File: src/rtl/bit_generator_if.sv
// Symbol request/response signals between the frame sequencer and the WS2812B bit generator.
interface bit_generator_if;
  logic [1:0] genMode;
  logic       doGen;
  logic       theBit;
  logic       genDone;

  modport master (
    output genMode,
    output doGen,
    input  theBit,
    input  genDone
  );

  modport slave (
    input  genMode,
    input  doGen,
    output theBit,
    output genDone
  );
endinterface

File: src/rtl/bit_generator.sv
// WS2812B symbol generator: emits one data '0', data '1', RET or blank symbol per request
// and pulses genDone in the symbol's final low cycle, chaining back-to-back requests without gaps.
module bit_generator #(
  parameter int T0H_CYC = 40,
  parameter int T0L_CYC = 85,
  parameter int T1H_CYC = 80,
  parameter int T1L_CYC = 45,
  parameter int RET_CYC = 6000,
  parameter int CNT_W   = 13
) (
  input  logic            clk,
  input  logic            reset,
  bit_generator_if.slave  gen
);

  localparam logic [1:0] IDLE = 2'd0;
  localparam logic [1:0] HIGH = 2'd1;
  localparam logic [1:0] LOW  = 2'd2;

  localparam logic [1:0] MODE_RET   = 2'b00;
  localparam logic [1:0] MODE_BLANK = 2'b01;
  localparam logic [1:0] MODE_ZERO  = 2'b10;

  logic [1:0]       state, nextState;
  logic [1:0]       modeReg, nextMode;
  logic [CNT_W-1:0] counter, nextCounter;

  function automatic logic [CNT_W-1:0] highLast(input logic [1:0] mode);
    return mode[0] ? CNT_W'(T1H_CYC - 1) : CNT_W'(T0H_CYC - 1);
  endfunction

  function automatic logic [CNT_W-1:0] lowLast(input logic [1:0] mode);
    logic [CNT_W-1:0] last;
    case (mode)
      MODE_RET:   last = CNT_W'(RET_CYC - 1);
      MODE_BLANK: last = CNT_W'(T0H_CYC + T0L_CYC - 1);
      MODE_ZERO:  last = CNT_W'(T0L_CYC - 1);
      default:    last = CNT_W'(T1L_CYC - 1);
    endcase
    return last;
  endfunction

  always_comb begin
    // NOTE: every variable gets a default before the case so no path leaves it unassigned (no latch).
    nextState   = state;
    nextMode    = modeReg;
    nextCounter = counter + CNT_W'(1);

    case (state)
      IDLE: begin
        nextCounter = '0;
        if (gen.doGen) begin
          nextMode  = gen.genMode;
          nextState = gen.genMode[1] ? HIGH : LOW;
        end
      end
      HIGH: begin
        if (counter == highLast(modeReg)) begin
          nextState   = LOW;
          nextCounter = '0;
        end
      end
      LOW: begin
        // Final low cycle: a held request starts the next symbol with no idle gap.
        if (counter == lowLast(modeReg)) begin
          nextCounter = '0;
          if (gen.doGen) begin
            nextMode  = gen.genMode;
            nextState = gen.genMode[1] ? HIGH : LOW;
          end else begin
            nextState = IDLE;
          end
        end
      end
      default: begin
        nextState   = IDLE;
        nextCounter = '0;
      end
    endcase
  end

  // Outputs are registered from the next-state values so they line up with the phase they describe.
  always_ff @(posedge clk) begin
    // NOTE: sequential state uses non-blocking assignments so all registers update from pre-edge values.
    if (reset) begin
      state       <= IDLE;
      modeReg     <= MODE_RET;
      counter     <= '0;
      gen.theBit  <= 1'b0;
      gen.genDone <= 1'b0;
    end else begin
      state       <= nextState;
      modeReg     <= nextMode;
      counter     <= nextCounter;
      gen.theBit  <= (nextState == HIGH);
      gen.genDone <= (nextState == LOW) && (nextCounter == lowLast(nextMode));
    end
  end

endmodule

File: src/flat_wrapper.sv
// flat-port wrapper written by rule: the top's interface ports become plain ports
module bit_generator_flat 
#(
  parameter int T0H_CYC = 40,
  parameter int T0L_CYC = 85,
  parameter int T1H_CYC = 80,
  parameter int T1L_CYC = 45,
  parameter int RET_CYC = 6000,
  parameter int CNT_W   = 13
)
  (clk, reset, gen_genMode, gen_doGen, gen_theBit, gen_genDone);
  bit_generator_if gen_i ();
  input  logic clk;
  input  logic reset;
  input wire logic [$bits(gen_i.genMode)-1:0] gen_genMode;
  input wire logic [$bits(gen_i.doGen)-1:0] gen_doGen;
  output wire logic [$bits(gen_i.theBit)-1:0] gen_theBit;
  output wire logic [$bits(gen_i.genDone)-1:0] gen_genDone;
  assign gen_i.genMode = gen_genMode;
  assign gen_i.doGen = gen_doGen;
  assign gen_theBit = gen_i.theBit;
  assign gen_genDone = gen_i.genDone;
  bit_generator #(.T0H_CYC(T0H_CYC), .T0L_CYC(T0L_CYC), .T1H_CYC(T1H_CYC), .T1L_CYC(T1L_CYC), .RET_CYC(RET_CYC), .CNT_W(CNT_W)) u_core (.clk(clk), .reset(reset), .gen(gen_i));
endmodule
File: config.mk
export PLATFORM = sky130hd
export DESIGN_NAME = bit_generator_flat
export DESIGN_NICKNAME = d
export VERILOG_FILES = /design/src/rtl/bit_generator_if.sv /design/src/rtl/bit_generator.sv /design/src/flat_wrapper.sv
export SDC_FILE = /design/constraint.sdc
export NUM_CORES = 1
export LEC_CHECK = 0
export CORE_MARGIN = 2
export CORE_UTILIZATION = 59
export CTS_CLUSTER_SIZE = 14
export DETAILED_ROUTE_END_ITERATION = 10
export HOLD_SLACK_MARGIN = 0.03
export PLACE_DENSITY = 0.81
export SLEW_MARGIN = 10
export SYNTH_ARGS = -nofsm -noshare
export SYNTH_HDL_FRONTEND = slang
export SYNTH_SLANG_ARGS = --single-unit
File: constraint.sdc
create_clock -name clk -period 4.05 [get_ports clk]
set_input_delay 0.81 -clock clk [delete_from_list [all_inputs] [get_ports clk]]
set_output_delay 0.81 -clock clk [all_outputs]
set_load 0.02 [all_outputs]
# Yosys cells after proc, flatten, opt, wreduce, memory -nomap -nowiden
# Index checks and enable logic that the tools add are counted.
dict set report totals {
  ff_bits 19
  in_bits 5
  elab_cells 38
}
dict set report op_classes {
  addsub 1
  eq_ne 11
  muxes 17
  n_reduce_logical 4
}
# cell count
set op_table {}
lappend op_table {{$pmux W13 S3} 2}
lappend op_table {{$mux W13} 4}
lappend op_table {{$eq A13 B13 Y1} 3}
lappend op_table {{$pmux W13 S2} 1}
lappend op_table {{$mux W2} 7}
lappend op_table {{$add A13 B1 Y13 const B} 1}
lappend op_table {{$eq A2 B1 Y1 const B} 4}
lappend op_table {{$eq A2 B2 Y1 const B} 4}
lappend op_table {{$mux W7} 1}
lappend op_table {{$logic_not A2 Y1} 3}
lappend op_table {{$pmux W2 S3} 1}
lappend op_table {{$pmux W2 S2} 1}
lappend op_table {{$logic_and A1 B1 Y1} 1}

# Longest topological paths before layout
# Gate-level depths: netlist (run 1).
dict set report depth {
  ltp_word 11
  depth_mapped 15
  mapped_depth_nobuf 15
}

# Worst setup path before layout (run 1)
# OpenSTA, ideal clock, no wires.
dict set report synth_path {
  kind {flip-flop to flip-flop}
  start {register u_core.counter[8]}
  end {register u_core.gen.genDone}
  arrival_time_ns 3.161
  t_required_ns 3.958
  slack_ns 0.797
  path_stages_with_launch 14
  period_less_slack_ns 3.253
  path_cell_list {dfxtp_1 > buf_6 > or4_4 > o22a_1 > nor4_4 > o21ai_0 > a21oi_1 > inv_1 > ha_1 > nand2b_1 > a211oi_1 > mux2_2 > a31oi_1 > nor4_1}
}
dict set report synth_via {
  elab_chain_cells 8
}
# item line
set synth_lines {}
lappend synth_lines {{start: declaration} bit_generator.sv:26} ;# logic [CNT_W-1:0] counter, nextCounter;
lappend synth_lines {{start signal: assignment} bit_generator.sv:94} ;# counter <= nextCounter;
lappend synth_lines {{$eq A13 B13 Y1 (*)} bit_generator.sv:65} ;# if (counter == lowLast(modeReg)) begin
lappend synth_lines {{$mux W2 (*)} bit_generator.sv:65}
lappend synth_lines {{$pmux W2 S2 (*)} bit_generator.sv:49} ;# case (state)
lappend synth_lines {{via u_core.nextMode[0]} bit_generator.sv:25} ;# logic [1:0] modeReg, nextMode;
lappend synth_lines {{$eq A2 B2 Y1 (tied with other cells)} bit_generator.sv:34} ;# case (mode)
lappend synth_lines {{$pmux W13 S3 (*)} bit_generator.sv:34}
lappend synth_lines {{$mux W13 (*)} bit_generator.sv:85} ;# if (reset) begin
lappend synth_lines {{$eq A13 B13 Y1 (*)} bit_generator.sv:96} ;# gen.genDone <= (nextState == LOW) && (nextCounter == lowLast(nextMode));
lappend synth_lines {{$logic_and A1 B1 Y1 (*)} bit_generator.sv:96}
lappend synth_lines {{end signal: assignment} bit_generator.sv:96}
lappend synth_lines {{end: declaration} bit_generator_if.sv:19} ;# output genDone
# The timed path passes the listed nets; every way through them passes the cells marked *. The select of a mux whose other input is x is not followed.
# A chain may end at the register's enable or synchronous reset.

# Worst setup path after layout (run 1)
# Ends and elaborated chain as after synthesis.

==> metrics.txt, run 1 <==
status complete, no violations; largest net degree at the start of global routing 13; clock sink count 19; CP Launch Type register; dpl hpwl 2.27 mm; filler instances 177; final net count 191; CTS Buf Count 3; Pins Over Slew Limit 0; Distinct cells, synth 47; Avg Cell Area, Syn 8.25 sq um; CP Capture Type register; Die Wd 52.6 um; Initial Util 62.4%; Seq cells post-synth 19; critical path, cell by cell or4_4 > o22a_1 > nor4_4 > o21ai_0 > a21oi_1 > inv_1 > ha_1 > nand2b_1 > a211oi_1 > mux2_2 > a31oi_1 > nor4_1; TNS Setup 0 ns; P_int 0.000264 W; setup ws final 0.498 ns; post-DR wirelength/cell 14.7 um; core area 2230 sq um; I/O pin cnt 7; crit path time final 3.55 ns; WS Path Type reg -> reg; WHS Endpoint u_core.counter[0]; Post-Syn Nets 185; reg2reg setup slack 0.50 ns; top_reg_cell synth dfxtp_1; worst hold path type reg -> reg; Pwr Total 0.000374 W; initial antenna violation count 0; Worst Hold Depth 1; Worst Tran Pin Value 0.661 ns; cell count of the worst reg-to-reg path 12; Final Instance Area 1480 sq um; Async S/R FF share, synth 0%; Congestion Overflow GR 0; crit path buf inv count 1; wire length of the first global-routing pass 5.00 mm; post-synthesis sequential area ratio 27.3%; Crit Path Max Fanout 9; cts repair resizes 0; Remaining DRCs 0; min-delay src u_core.counter[0]; largest stage delay on the critical path 0.57 ns; Hold WS 0.554 ns; Fin. Hold Viols 0; vias per cell 6.11; RSZ-0062 raised after global routing false; worst path required time 4.26 ns; number of global-route vias before repair 1,147; synthesized instance count 169; Final GP Congestion 0.861; Yosys warning total 0; max_cap viols 0; slowest stage cell, crit path or4_4; synthesis-to-finish area growth 6.37%; Max-slew headroom 55.6%; Pwr Density 252 nW/um^2; final wirelength 2.97 mm; Clock Latency Late Sink 0.29 ns; H-Tree Depth 1; detailed-route via count 1,235; count of input and output buffers 6; Clock Tree Buf Depth 2; Pre-antenna DRT Iters 4; clock share of power 25.9%; VDD IR max 178 uV; die area 2770 sq um; initial detailed-routing violation count 35; Post-DRT Antenna Nets 0; TritonCTS clock tree yes; Cell Area, Synth 1390 sq um; share of layout cells above drive strength 1 7.47%; GRT Overall Usage 24.3%; Lkg Pwr 0.541 nW; DP Worst Slack 0.538 ns; Post-synth EDFFs 0; num rows 17; Clock transition at path regs 0.11 ns; Psw 0.000109 W; final period utilization 87.7%; clk root buf clkbuf_4; # diodes 0; Post-CTS Repair Setup Buffers 0; Final setup violation count 0; combinational share of power 21.6%; worst reg2reg path startpoint u_core.counter[8]; Die Span Y 52.6 um; sw frac 29.3%; Critical Path AT 3.76 ns; Max Fclk 282 MHz; Crit path max-delay family simple AND/OR/NAND/NOR gates; RR Endpoint u_core.gen.genDone; sequential share of power 52.5%; # hold bufs at CTS 0; clk_skew 0.00204 ns; Post-DP Area 1460 sq um
cells by family after synthesis:
family,count (synthesis),share of synthesized area [%]
AOI/OAI and AO/OA,30,15.4
xor gates and xnor gates,16,10.1
adders and majority gates,11,9.87
buffers and inverters,16,5.39
DFF,19,27.3
muxes,3,2.24
and+or+nand+nor,74,29.8
metal layers:
metal / vias up / GRT usage [%] / wire length (um)
li1: 611 / - / -
met1: 589 / 30.3 / 1340
met2: 27 / 43.3 / 1460
met3: 8 / 2.57 / 103
met4: 0 / 7.26 / 62
met5: - / 0 / 0
cell usage after synthesis (2+ instances only):
master / instances / area share, %
buf_6: 2 / 1.6
a31oi_1: 2 / 0.90
nor4_1: 2 / 0.90
a211oi_1: 3 / 1.6
nor2_1: 16 / 4.3
a21oi_1: 4 / 1.4
nor3b_1: 3 / 1.6
nand2_1: 12 / 3.2
inv_1: 11 / 3.0
clkbuf_1: 3 / 0.81
and3_1: 4 / 1.8
nand2b_1: 3 / 1.3
nand4b_1: 2 / 1.3
xor2_1: 6 / 3.8
xnor2_1: 10 / 6.3
nand3_1: 9 / 3.2
o21ai_0: 8 / 2.9
mux2i_1: 2 / 1.4
dfxtp_1: 19 / 27
nor3_1: 8 / 2.9
o211ai_1: 2 / 1.1
ha_1: 11 / 9.9
nor2b_1: 3 / 1.3
metrics by stage:
| step | util (%) | instances |
|---|---|---|
| floorplan | - | 169 |
| global placement | 65.2 | 198 |
| detailed placement | 65.2 | 198 |
| CTS | 66.4 | 202 |
| global route | 66.4 | 202 |
| finish | 66.4 | 202 |
worst reg2reg max path, stage by stage (launching register included):
cell	delay (ns)
dfxtp_1	0.40
or4_4	0.57
o22a_1	0.24
nor4_4	0.49
o21ai_0	0.14
a21oi_1	0.32
inv_1	0.08
ha_1	0.33
nand2b_1	0.16
a211oi_1	0.21
mux2_2	0.18
a31oi_1	0.04
nor4_1	0.29
final cells by class:
class / count / area, sq um / area share (%)
multi-input cells: 134 / 938 / 63.3
flip-flops and latches: 19 / 380 / 25.7
repair buffers: 6 / 60.1 / 4.05
inverters: 11 / 41.3 / 2.78
well taps: 28 / 35.0 / 2.36
clock buffers: 3 / 22.5 / 1.52
clock inverters: 1 / 5.00 / 0.338
registers in the layout, summed over array words and instances, names as in the netlist:
register and count:
u_core.gen.genDone 1, u_core.counter 13, u_core.gen.theBit 1, u_core.state 2, u_core.modeReg 2
power groups by stage:
stage	Sequential, W	Clock, W	Combinational, W
3_3_place_gp	0.000200	0	0.0000754
4_1_cts	0.000196	0.000100	0.0000796
2_1_floorplan	0.000200	0	0.0000574
6_report	0.000196	0.0000967	0.0000808
3_5_place_dp	0.000200	0	0.0000788
5_1_grt	0.000197	0.000107	0.0000885
cell usage in the layout (no fill, tap or decap), drive strengths merged, types with 4 or more instances in the layout:
cell and instances:
and3 4, nand2 12, nand3 9, a21oi 4, xor2 6, dfxtp 19, xnor2 10, clkdlybuf4s50 6
ha 11, o21ai 8, nor3 8, nor2 16, inv 11
how the worst max path moves through the flow:
stage                            startpoint  slack, ns            endpoint  depth (start not counted)
after floorplan           u_core.counter[8]       0.80  u_core.gen.genDone                         13
after global placement    u_core.counter[8]       0.68  u_core.gen.genDone                         12
after detailed placement  u_core.counter[8]       0.54  u_core.gen.genDone                         12
after CTS                 u_core.counter[8]       0.51  u_core.gen.genDone                         12
after global routing      u_core.counter[8]       0.24  u_core.gen.genDone                         12
final                     u_core.counter[8]       0.50  u_core.gen.genDone                         12
No activity file was read; power rests on OpenSTA's default activity.
==> run 2, diff against run 1 <==
- CORE_MARGIN: 2 -> 8
==> run 2 against run 1 <==
Against the previous run:
- sequential cell count did not move
- via count fell by 2.2%
- register-to-register slack improved by 0.02 ns
- utilization did not move
- critical path depth did not move
==> metrics.txt, run 2 (synthesis results as in run 1) <==
Initial Util 62.4%; clock share of power 26.9%; synthesis-to-finish area growth 6.37%; Lkg Pwr 0.541 nW; Worst Hold Depth 1; dpl hpwl 2.30 mm; detailed-route via count 1,208; cell count of the worst reg-to-reg path 12; largest net degree at the start of global routing 13; CTS Buf Count 3; GRT Overall Usage 14.7%; max_cap viols 0; Inst Count DP 198; number of flip-flops in the largest register 13; Post-DP Area 1460 sq um; final net count 191; final period utilization 87.1%; crit path buf inv count 1; Pwr Density 254 nW/um^2; Final setup violation count 0; CP Launch Type register; Pins Over Slew Limit 0; RR Endpoint u_core.gen.genDone; min-delay src u_core.counter[0]; RSZ-0062 raised after global routing false; TritonCTS clock tree yes; die area 4170 sq um; Psw 0.000112 W; Critical Path AT 3.76 ns; Largest regs u_core.counter (13), u_core.modeReg (2), u_core.state (2); initial detailed-routing violation count 103; status complete, no violations; worst hold path type reg -> reg; Post-DRT Antenna Nets 0; H-Tree Depth 1; combinational share of power 21.0%; Max Fclk 283 MHz; Die Wd 64.6 um; worst reg2reg path startpoint u_core.counter[8]; # diodes 0; clk root buf clkbuf_4; Post-Route Utilization 66.4%; CP Capture Type register; sw frac 29.8%; largest stage delay on the critical path 0.57 ns; Final Instance Area 1480 sq um; clk_skew 0.00955 ns; largest register by flop count u_core.counter; worst path required time 4.28 ns; core area 2230 sq um; Die Span Y 64.6 um; clock sink count 19; critical path, cell by cell or4_4 > o22a_1 > nor4_4 > o21ai_0 > a21oi_1 > inv_1 > ha_1 > nand2b_1 > a211oi_1 > mux2_2 > a31oi_1 > nor4_1; Crit path max-delay family simple AND/OR/NAND/NOR gates; cts repair resizes 0; P_int 0.000264 W; Fin. Hold Viols 0; Clock Latency Late Sink 0.31 ns; Final Non-Filler Cells 202; wire length of the first global-routing pass 5.03 mm; reg2reg setup slack 0.52 ns; Clock transition at path regs 0.12 ns; Congestion Overflow GR 0; WS Path Type reg -> reg; Clock Tree Buf Depth 2; Hold WS 0.552 ns; VDD IR max 158 uV; I/O pin cnt 7; slowest stage cell, crit path or4_4; Post-CTS Repair Setup Buffers 0; highest-count cells in the layout ignoring fill and taps dfxtp_1 (19), nor2_1 (16), nand2_1 (12); WHS Endpoint u_core.counter[0]; commonest non-fill, non-tap cell in the layout dfxtp_1; vias per cell 5.98; number of global-route vias before repair 1,165; share of layout cells above drive strength 1 7.47%; Max-slew headroom 54.2%; Crit Path Max Fanout 9; Worst Tran Pin Value 0.681 ns; crit path time final 3.53 ns; sequential share of power 52.1%; Final GP Congestion 0.836; final wirelength 2.93 mm; post-DR wirelength/cell 14.5 um; num rows 17; TNS Setup 0 ns; Pre-antenna DRT Iters 4; Remaining DRCs 0; initial antenna violation count 0; # hold bufs at CTS 0; count of input and output buffers 6
[run 2: through the flow]
step | setup WS, ns | total power (W)
2_1_floorplan | 0.797 | 0.000257
5_1_grt | 0.270 | 0.000394
3_5_place_dp | 0.559 | 0.000278
4_1_cts | 0.525 | 0.000378
3_3_place_gp | 0.680 | 0.000275
6_report | 0.522 | 0.000376
[run 2: how the worst max path moves through the flow]
| stage | slack (ns) | cells after the start | to | from |
|---|---|---|---|---|
| after CTS | 0.52 | 12 | u_core.gen.genDone | u_core.counter[8] |
| final | 0.52 | 12 | u_core.gen.genDone | u_core.counter[8] |
| after detailed placement | 0.56 | 12 | u_core.gen.genDone | u_core.counter[8] |
| after floorplan | 0.80 | 13 | u_core.gen.genDone | u_core.counter[8] |
| after global routing | 0.27 | 12 | u_core.gen.genDone | u_core.counter[8] |
| after global placement | 0.68 | 12 | u_core.gen.genDone | u_core.counter[8] |
[run 2: routing by layer]
| metal | vias up | wire length, um | track usage, % |
|---|---|---|---|
| met3 | 7 | 147 | 3.61 |
| met1 | 556 | 1250 | 16.1 |
| met4 | 0 | 68 | 8.17 |
| li1 | 612 | - | - |
| met5 | - | 0 | 0 |
| met2 | 33 | 1460 | 25.6 |
[run 2: final cells by class]
type / instances / area, sq um
multi-input cells: 134 / 938
fillers: 199 / 751
flip-flops and latches: 19 / 380
repair buffers: 6 / 60.1
inverters: 11 / 41.3
well taps: 28 / 35.0
clock buffers: 3 / 22.5
clock inverters: 1 / 5.00
[run 2: power groups by stage]
stage / registers, W / logic (W) / clock network [W]
2_1_floorplan: 0.000200 / 0.0000574 / 0
3_3_place_gp: 0.000200 / 0.0000755 / 0
3_5_place_dp: 0.000200 / 0.0000783 / 0
4_1_cts: 0.000196 / 0.0000789 / 0.000103
5_1_grt: 0.000197 / 0.0000883 / 0.000109
6_report: 0.000196 / 0.0000790 / 0.000101
==> run 3, diff against run 2 <==
- CORE_UTILIZATION: 59 -> 30
- PLACE_DENSITY: 0.81 -> 0.49
- clock period: 4.05 -> 3.45 ns (I/O delays scaled with it)
==> run 3 against run 2 <==
Against the previous run:
- global-route usage is 5.1 points lower
- clock power rose by 55%
- first-iteration DRC count down 63%
- worst hold slack better by 0.025 ns
- fmax up 10%
- register-to-register slack lost 0.27 ns
==> metrics.txt, run 3 (synthesis results as in run 1) <==
H-Tree Depth 1; crit path buf inv count 1; TritonCTS clock tree yes; synthesis-to-finish area growth 14.3%; clk root buf clkbuf_8; CTS Buf Count 3; final wirelength 3.29 mm; Pins Over Slew Limit 0; Worst Tran Pin Value 0.689 ns; status complete, no violations; largest stage delay on the critical path 0.54 ns; cts repair resizes 0; initial detailed-routing violation count 38; Clock transition at path regs 0.07 ns; max_cap viols 0; commonest non-fill, non-tap cell in the layout dfxtp_1; clk_skew 0.00309 ns; I/O pin cnt 7; final net count 199; filler instances 495; CP Launch Type register; Remaining DRCs 0; worst path required time 3.61 ns; Pwr Total 0.000485 W; Hold WS 0.577 ns; Max Fclk 312 MHz; final period utilization 92.8%; Critical Path AT 3.36 ns; crit path time final 3.20 ns; number of global-route vias before repair 1,154; largest register by flop count u_core.counter; vias per cell 5.14; Inst Count DP 230; clock sink count 19; Crit Path Max Fanout 5; share of layout cells above drive strength 1 11.0%; # diodes 0; largest net degree at the start of global routing 13; TNS Setup 0 ns; count of input and output buffers 6; RSZ-0062 raised after global routing false; Die Span Y 84.2 um; num rows 25; critical path, cell by cell or4_4 > o22a_1 > nor4_4 > mux2i_1 > o211a_1 > inv_1 > ha_1 > nand2b_1 > a211oi_1 > mux2_2 > a31oi_1 > nor4_1; slowest stage cell, crit path or4_4; GRT Overall Usage 9.65%; Largest regs u_core.counter (13), u_core.modeReg (2), u_core.state (2); Congestion Overflow GR 0; Post-Route Utilization 34.6%; post-DR wirelength/cell 13.9 um; Pre-antenna DRT Iters 4; Final setup violation count 0; Fin. Hold Viols 0; WS Path Type reg -> reg; Crit path max-delay family simple AND/OR/NAND/NOR gates; wire length of the first global-routing pass 5.66 mm; initial antenna violation count 0; Lkg Pwr 0.589 nW; Final Non-Filler Cells 236; Final GP Congestion 0.802; worst hold path type reg -> reg; Pwr Density 305 nW/um^2; number of flip-flops in the largest register 13; Clock Latency Late Sink 0.26 ns; CP Capture Type register; Max-slew headroom 53.7%; die area 7080 sq um; Initial Util 30.3%; Die Wd 84.2 um; core area 4600 sq um; highest-count cells in the layout ignoring fill and taps dfxtp_1 (19), nor2_1 (16), nand2_1 (12); detailed-route via count 1,213; Post-DRT Antenna Nets 0; VDD IR max 146 uV; Clock Tree Buf Depth 2; dpl hpwl 2.61 mm
-- run 3: cell types whose count changed in the layout (fill, tap and decap cells not counted) --
cell      change
buf_4         +8
clkbuf_8      +3
clkbuf_1      +1
clkinv_2      -1
clkbuf_4      -3
-- run 3: per-stage QoR --
stage	setup slack (ns)	cell area, sq um
2_1_floorplan	0.197	1390
3_3_place_gp	0.207	1530
3_5_place_dp	0.0922	1530
4_1_cts	0.0582	1580
5_1_grt	0.0310	1590
6_report	0.250	1590
-- run 3: layout make-up --
cell class / count / area [sq um] / area share [%]
repair buffers: 14 / 120 / 7.54
multi-input cells: 134 / 938 / 58.9
clock buffers: 4 / 45.0 / 2.83
well taps: 54 / 67.6 / 4.24
inverters: 11 / 41.3 / 2.59
flip-flops and latches: 19 / 380 / 23.9
-- run 3: where the power goes --
part,internal (W),switching [W],total [W]
combinational,0.0000460,0.0000539,0.0000999
sequential,0.000224,0.00000434,0.000228
clock,0.0000821,0.0000749,0.000157
-- run 3: worst register-to-register path, delay by kind of cell, from the launching register on --
family	cells	cell delay, ns
and+or+nand+nor	4	1.35
adders and majority gates	1	0.30
DFF	1	0.31
buffers and inverters	1	0.07
muxes	2	0.40
AOI/OAI and AO/OA	4	0.66
-- run 3: final timing paths --
kind	cells after the start	startpoint	endpoint	slack, ns
setup / recovery	12	u_core.counter[8]	u_core.gen.genDone	0.25
hold reg to reg	2	u_core.counter[11]	u_core.counter[11]	0.58
setup reg to reg	12	u_core.counter[8]	u_core.gen.genDone	0.25
hold / removal	2	u_core.counter[11]	u_core.counter[11]	0.58
-- run 3: what timing repair did --
item | in CTS | in global routing
hold buffers | 0 | 0
buffers inserted | 0 | 2
endpoints found under the hold margin | 0 | 0
endpoints found under the setup margin | 0 | 1
-- run 3: layer usage --
layer  track usage (%)  share of wire (%)  vias up
li1                  -                  -      626
met4              2.35               0.52        0
met1              11.8                 47      579
met3              2.52                2.3        2
met2              16.2                 50        6
met5                 0                  0        -
